File: config.mk
export PLATFORM = sky130hd
export DESIGN_NAME = alu_op_sequencer
export DESIGN_NICKNAME = d
export VERILOG_FILES = /design/src/rtl/alu_op_sequencer.sv
export SDC_FILE = /design/constraint.sdc
export NUM_CORES = 1
export LEC_CHECK = 0
export ABC_AREA = 1
export CAP_MARGIN = 30
export CORE_MARGIN = 4
export CORE_UTILIZATION = 25
export CTS_BUF_LIST = sky130_fd_sc_hd__clkbuf_8
export DETAILED_ROUTE_END_ITERATION = 8
export DONT_BUFFER_PORTS = 1
export PLACE_DENSITY = 0.47
export RECOVER_POWER = 50
export SYNTH_ARGS = -nofsm -noshare
export SYNTH_HDL_FRONTEND = slang
export SYNTH_SLANG_ARGS = --single-unit
File: constraint.sdc
create_clock -name clock -period 4.2 [get_ports clock]
set_input_delay 1.26 -clock clock [delete_from_list [all_inputs] [get_ports clock]]
set_output_delay 1.26 -clock clock [all_outputs]
set_load 0.1 [all_outputs]
File: src/rtl/alu_op_sequencer.sv
// alu_op_sequencer: T-state control sequencer for the single-bus datapath; MULDIV_EN adds MUL/DIV with LO/HI writeback.
// Start taken only while ready; ALU ops done 4 cycles after start, MUL 5, DIV 5+DIV_WAIT; every output is a flop.
module alu_op_sequencer #(
  parameter int NREG     = 16,
  parameter int OPW      = 4,
  parameter int DIV_WAIT = 2
) (
  input  logic            clock,
  input  logic            clear,
  input  logic            start,
  input  logic [OPW-1:0]  opcode,
  input  logic [3:0]      ra,
  input  logic [3:0]      rb,
  input  logic [3:0]      rc,
  output logic            ready,
  output logic            busy,
  output logic            done,
  output logic            err,
  output logic [NREG-1:0] reg_out,
  output logic [NREG-1:0] reg_in,
  output logic            Yin,
  output logic            Zhighin,
  output logic            Zlowin,
  output logic            Zhighout,
  output logic            Zlowout,
  output logic            HIin,
  output logic            LOin,
  output logic [OPW-1:0]  alu_op
);

  if (DIV_WAIT < 0 || DIV_WAIT > 7) begin : g_div_wait_range
    $error("DIV_WAIT must be in 0..7");
  end

  typedef enum logic [2:0] {
    S_IDLE, S_T0, S_T1, S_T2, S_T3, S_DONE, S_ERR
  } state_t;

  localparam logic [OPW-1:0] OP_ADD = OPW'(0);
  localparam logic [OPW-1:0] OP_SUB = OPW'(1);
  localparam logic [OPW-1:0] OP_AND = OPW'(2);
  localparam logic [OPW-1:0] OP_OR  = OPW'(3);
  localparam logic [OPW-1:0] OP_MUL = OPW'(5);
  localparam logic [OPW-1:0] OP_DIV = OPW'(6);

  function automatic logic is_legal(input logic [OPW-1:0] op);
    case (op)
      OP_ADD, OP_SUB, OP_AND, OP_OR: return 1'b1;
`ifdef MULDIV_EN
      OP_MUL, OP_DIV: return 1'b1;
`endif
      default: return 1'b0;
    endcase
  endfunction

  state_t         state_q, state_d;
  logic [OPW-1:0] opc_q, opc_d;
  logic [3:0]     ra_q, ra_d, rb_q, rb_d, rc_q, rc_d;
  logic           is_md_q, is_md_d;
  logic           z_go_d;

  logic            ready_q, ready_d, busy_q, busy_d, done_q, done_d, err_q, err_d;
  logic [NREG-1:0] reg_out_q, reg_out_d, reg_in_q, reg_in_d;
  logic            yin_q, yin_d, zin_q, zin_d, zlo_out_q, zlo_out_d;
  logic [OPW-1:0]  alu_op_q, alu_op_d;

`ifdef MULDIV_EN
  localparam logic [2:0] DIV_LAST = 3'(DIV_WAIT);
  logic [2:0] cnt_q, cnt_d;
  logic       lo_in_q, lo_in_d, hi_in_q, hi_in_d;

  assign is_md_q = (opc_q == OP_MUL) || (opc_q == OP_DIV);
  assign is_md_d = (opc_d == OP_MUL) || (opc_d == OP_DIV);
  // Z loads only on the last DIV stall cycle, after the divider has settled.
  assign z_go_d  = !((opc_d == OP_DIV) && (cnt_d != DIV_LAST));
`else
  assign is_md_q = 1'b0;
  assign is_md_d = 1'b0;
  assign z_go_d  = 1'b1;
`endif

  always_comb begin
    state_d = state_q;
    opc_d   = opc_q;
    ra_d    = ra_q;
    rb_d    = rb_q;
    rc_d    = rc_q;
`ifdef MULDIV_EN
    cnt_d   = cnt_q;
`endif
    case (state_q)
      S_IDLE: begin
        if (start) begin
          opc_d   = opcode;
          ra_d    = ra;
          rb_d    = rb;
          rc_d    = rc;
          state_d = is_legal(opcode) ? S_T0 : S_ERR;
        end
      end
      S_T0: begin
        state_d = S_T1;
`ifdef MULDIV_EN
        cnt_d   = 3'd0;
`endif
      end
      S_T1: begin
`ifdef MULDIV_EN
        if ((opc_q == OP_DIV) && (cnt_q != DIV_LAST)) cnt_d = cnt_q + 3'd1;
        else                                          state_d = S_T2;
`else
        state_d = S_T2;
`endif
      end
      S_T2:    state_d = is_md_q ? S_T3 : S_DONE;
      S_T3:    state_d = S_DONE;
      default: state_d = S_IDLE;
    endcase
  end

  // Outputs are decoded from the next state so the flops line up with the state they describe.
  always_comb begin
    ready_d   = (state_d == S_IDLE);
    busy_d    = (state_d == S_T0) || (state_d == S_T1) || (state_d == S_T2) ||
                (state_d == S_T3) || (state_d == S_DONE);
    done_d    = (state_d == S_DONE);
    err_d     = (state_d == S_ERR);
    reg_out_d = '0;
    reg_in_d  = '0;
    yin_d     = (state_d == S_T0);
    zin_d     = (state_d == S_T1) && z_go_d;
    zlo_out_d = (state_d == S_T2);
    alu_op_d  = busy_d ? opc_d : '0;
    if (state_d == S_T0) reg_out_d[rb_d] = 1'b1;
    if (state_d == S_T1) reg_out_d[rc_d] = 1'b1;
    if ((state_d == S_T2) && !is_md_d) reg_in_d[ra_d] = 1'b1;
`ifdef MULDIV_EN
    lo_in_d   = (state_d == S_T2) && is_md_d;
    hi_in_d   = (state_d == S_T3);
`endif
  end

  always_ff @(posedge clock) begin
    if (clear) begin
      state_q   <= S_IDLE;
      opc_q     <= '0;
      ra_q      <= '0;
      rb_q      <= '0;
      rc_q      <= '0;
      ready_q   <= 1'b1;
      busy_q    <= 1'b0;
      done_q    <= 1'b0;
      err_q     <= 1'b0;
      reg_out_q <= '0;
      reg_in_q  <= '0;
      yin_q     <= 1'b0;
      zin_q     <= 1'b0;
      zlo_out_q <= 1'b0;
      alu_op_q  <= '0;
`ifdef MULDIV_EN
      cnt_q     <= '0;
      lo_in_q   <= 1'b0;
      hi_in_q   <= 1'b0;
`endif
    end else begin
      state_q   <= state_d;
      opc_q     <= opc_d;
      ra_q      <= ra_d;
      rb_q      <= rb_d;
      rc_q      <= rc_d;
      ready_q   <= ready_d;
      busy_q    <= busy_d;
      done_q    <= done_d;
      err_q     <= err_d;
      reg_out_q <= reg_out_d;
      reg_in_q  <= reg_in_d;
      yin_q     <= yin_d;
      zin_q     <= zin_d;
      zlo_out_q <= zlo_out_d;
      alu_op_q  <= alu_op_d;
`ifdef MULDIV_EN
      cnt_q     <= cnt_d;
      lo_in_q   <= lo_in_d;
      hi_in_q   <= hi_in_d;
`endif
    end
  end

  assign ready   = ready_q;
  assign busy    = busy_q;
  assign done    = done_q;
  assign err     = err_q;
  assign reg_out = reg_out_q;
  assign reg_in  = reg_in_q;
  assign Yin     = yin_q;
  assign Zhighin = zin_q;
  assign Zlowin  = zin_q;
  assign Zlowout = zlo_out_q;
  assign alu_op  = alu_op_q;
`ifdef MULDIV_EN
  assign LOin     = lo_in_q;
  assign HIin     = hi_in_q;
  assign Zhighout = hi_in_q;
`else
  assign LOin     = 1'b0;
  assign HIin     = 1'b0;
  assign Zhighout = 1'b0;
`endif

endmodule

Yosys cells after proc, flatten, opt, wreduce, memory -nomap -nowiden:

Cells that the tools add are included.

* flip-flop bits (word level): 62
* bits of input ports: 19
* output and inout port bits: 47
* logic and storage cells: 73

* order comparisons: 6
* eq/ne operators: 13
* mux-type cells: 22
* bitwise logic cells: 3
* reductions and logical operators: 14

Operators with widths (count)
* two-way mux 16 bit: 2
* two-way mux 4 bit: 8
* OR 16 bit: 1
* < comparator 4 x 5 -> 1 bit (second input constant): 3
* demux 1 bit (select 4 bit): 3
* equality test 3 x 2 -> 1 bit (second input constant): 4
* equality test 3 bit (second input constant): 4
* >= comparator 4 x 1 -> 1 bit (second input constant): 3
* case mux 3 bit (4 select lines): 1
* equality test 4 x 2 -> 1 bit (second input constant): 2
* equality test 3 x 1 -> 1 bit (second input constant): 2
* logical NOT 3 bit: 2
* two-way mux 1 bit: 6
* two-way mux 3 bit: 2
* OR reduction 2 bit: 3
* equality test 4 x 1 -> 1 bit (second input constant): 1
* logical NOT 4 bit: 1
* logical OR 1 bit: 4
* OR reduction 4 bit: 1
* logical AND 1 bit: 3
* NOT 1 bit: 2

Depth between registers and ports, before layout:

* depth after elaboration: 15
* depth in mapped cells: 11

Worst setup path after synthesis:

Ideal clock, no wire load.

* path kind: reg-to-output
* start: register zin_q, in the netlist Zhighin
* end: output port Zlowin
* arrival time: 1356 ps
* data required time: 2940 ps
* slack: 1584 ps
* stages on the path, launching flop included: 2
* buffers on the path: 1
* cell sequence: dfxtp_1 buf_4

RTL lines
* start, declared: line 64 `logic yin_q, yin_d, zin_q, zin_d, zlo_out_q, zlo_out_d;`
* start signal, assigned: line 178 `zin_q <= zin_d;`
* end, declared: line 23 `output logic Zlowin,`

No word-level cell between the ends.

Final worst setup path:

* start: register state_q[1]
* end: register reg_in_q[7], in the netlist reg_in[7]

* cells in the longest elaborated chain, start to end: 6

Ends and longest elaborated chain
* start, declared: line 56 `state_t state_q, state_d;`
* start signal, assigned: line 166 `state_q <= state_d;`
* logical NOT 3 bit (tied with other cells): line 91 `case (state_q)`
* two-way mux 4 bit / OR reduction 2 bit (equally long branches)
* < comparator 4 x 5 -> 1 bit (not written as such) (tied with other cells): line 136 `if ((state_d == S_T2) && !is_md_d) reg_in_d[ra_d] = 1'b1;`
* logical AND 1 bit (not written as such) / equality test 3 x 2 -> 1 bit (equally long branches): line 136
* two-way mux 1 bit (not written as such) / NOT 1 bit (equally long branches)
* demux 1 bit (select 4 bit) / OR reduction 2 bit (equally long branches)
* end signal, assigned: line 176 `reg_in_q <= reg_in_d;`
* end, declared: line 63 `logic [NREG-1:0] reg_out_q, reg_out_d, reg_in_q, reg_in_d;`

Parallel ways exist; a longest one is shown, timed or not.
A chain may end at the register's enable or synchronous reset.

==> flow_summary.toml <==
[logic_synthesis]
syn_area_mm2 = 0.00246
yosysMostFrequentCell = "nor2_1"
synth_area_leaders = "dfxtp_1 (50%), nor2_1 (15%), nand2_1 (6.3%)"
syn-mean-instance-area_um2 = 7.88
ys_top_cells_by_count = "nor2_1 (98), dfxtp_1 (62), nand2_1 (41)"
ys_seq_area_frac = 0.505
postSynthCellCount = 312
yosysWarnings = 0
ys_types = 27
netlist.area_leader.share = 0.505
synthArstFlopShare = 0
synth.ff_latch_count = 62
synth_edf_count = 0
synth_largest_area_cell = "dfxtp_1"
synthFlopType = "dfxtp_1"

[global_route]
grt_pass1_wl_um = 9230
grt_pass1_vias = 1873
globalRoute.totalOverflow = 0
antenna_found_initial = 0
grt_max_degree = 38
grt_util_all_layers = 0.106

[critical_path]
critical_path_class = "reg -> reg"
worstSetupEndpointType = "flip-flop"
cp-startpoint = "state_q[1]$_SDFF_PP0_"
r2r-start = "state_q[1]$_SDFF_PP0_"
crit_fanout = 24
worstPathRequired_ns = 4.45
worstPathArrival_ns = 3.20
startpoint_type = "flip-flop"

[clocking]
cts.sinks = 62
cts_inserted_buffers = 9
clk_pin_slew_ns = 0.08
ctsResizeCount = 0
cts_setup_buffers = 0
hold_buffers = 0
htree_levels = 3
clockBufferDepth = 2
clockRootBuffer = "clkbuf_8"
insertion_delay_ns = 0.34
cts_tree = "yes"

[power_and_ir_drop]
ir_drop_mv = 0.187
report.power.total_uw = 1660
leakage_uw = 0.00117
powerDensity_mw_per_mm2 = 615

[cells_and_area]
multi_input_area_um2 = 985
fin_area_mm2 = 0.00271
num-fill-cells = 1038
regArea_mm2 = 0.00124
layout.nets = 332
syn_to_final_growth_pct = 10.1
drive_gt1_frac = 0.119
final_util = 0.288
antenna_cells = 0

[die]
ioPinCount = 66
core_mm2 = 0.00942
die-area_mm2 = 0.0115
start_util = 0.261
die_w_um = 107
die_h_um = 107
row_count = 35

[sta]
rsz0062_at_grt = "false"
hold_slack_ns = 0.502
finalCritPeriodShare = 0.702
tns_ns = 0
setup_violations = 0
tightest_slew_ns = 0.993
drv_slew = 0
skew_ns = 0.00948
finalHoldViolations = 0
max-slew-margin-rel = 0.336
clock.fmax_mhz = 339
min_period_ns = 2.95

[detailed_routing]
routed_via_density = 4.18
drt_iter0_markers = 72
wl_per_cell_um = 13.0
drtPass1Iterations = 4
ant_nets = 0
vias = 1870
wirelength_um = 5790
drc = 0

[placement]
place.gp.congestion = 0.825
portBuffers = 0
dp_hpwl_um = 4310
place_area_mm2 = 0.00254

[flow_run]
drv_cap = 0

[outcome]
status = "complete, no violations"

[hold_path]
min-delay-start = "opc_q[1]$_SDFF_PP0_"
min_path_type = "reg -> reg"
through the flow:
| stage | std cells | setup WS (ns) |
|---|---|---|
| floorplan | 314 | 1.58 |
| CTS | 447 | 1.58 |
| detailed placement | 431 | 1.50 |
| global route | 447 | 0.844 |
| global placement | 431 | 1.52 |
| finish | 447 | 1.25 |
critical path, stage by stage (launching register included):
cell and delay (ns):
dfxtp_1 0.36, nor2_1 0.72, nand2_1 0.84, or2_0 0.44
o21ai_0 0.17, inv_1 0.10, nand2_1 0.16, nor2_1 0.05
layer usage:
| layer | up-vias | GRT usage | wire (um) |
|---|---|---|---|
| met3 | 9 | 0.0566 | 538 |
| met4 | 0 | 0.0466 | 126 |
| met5 | - | 0 | 0 |
| met1 | 843 | 0.126 | 2700 |
| li1 | 956 | - | - |
| met2 | 62 | 0.157 | 2420 |
kinds of logic after synthesis:
kind of cell | Yosys count | synth area share
AND/OR/NAND/NOR | 195 | 0.375
multiplexers | 4 | 0.0163
other | 1 | 0.00153
AO/OA/AOI/OAI | 10 | 0.0249
flip-flops | 62 | 0.505
buffers and inverters | 40 | 0.0779
final cells by class:
cell class              instances  area share
clock buffers                   9      0.0457
flip-flops and latches         62       0.459
well taps                     129      0.0596
clock inverters                 7      0.0333
inverters                      28      0.0388
multi-input cells             212       0.364
state kept, by name, summed over array words and instances, names as in the netlist, 3 cells and up:
| name | count |
|---|---|
| alu_op | 4 |
| reg_out | 16 |
| state_q | 3 |
| ra_q | 4 |
| rc_q | 4 |
| opc_q | 4 |
| rb_q | 4 |
| reg_in | 16 |
power by group:
| part | internal (uW) | total [uW] | switching, uW |
|---|---|---|---|
| Sequential | 634 | 798 | 164 |
| Combinational | 76.7 | 295 | 218 |
| Clock | 331 | 571 | 240 |
final timing paths:
| path | end | slack, ns | cells after the start |
|---|---|---|---|
| worst max-delay path | reg_in[7]$_SDFF_PP0_ | 1.25 | 7 |
| worst min-delay path | opc_q[1]$_SDFF_PP0_ | 0.50 | 2 |
| worst max register to register | reg_in[7]$_SDFF_PP0_ | 1.25 | 7 |
| worst min register to register | opc_q[1]$_SDFF_PP0_ | 0.50 | 2 |
cell usage in the layout, fill, tap and decap left out, drive strengths merged, types with 2 or more instances in the layout:
cell    count
or2         2
nand3      24
nor3        2
clkinv      3
clkbuf      9
dfxtp      62
mux2i       4
nand3b      5
nor2      101
a21oi       2
nand2      58
inv        29
nand4       3
conb        3
bufinv      2
o21ai       8
No activity file was read; power rests on OpenSTA's default activity.
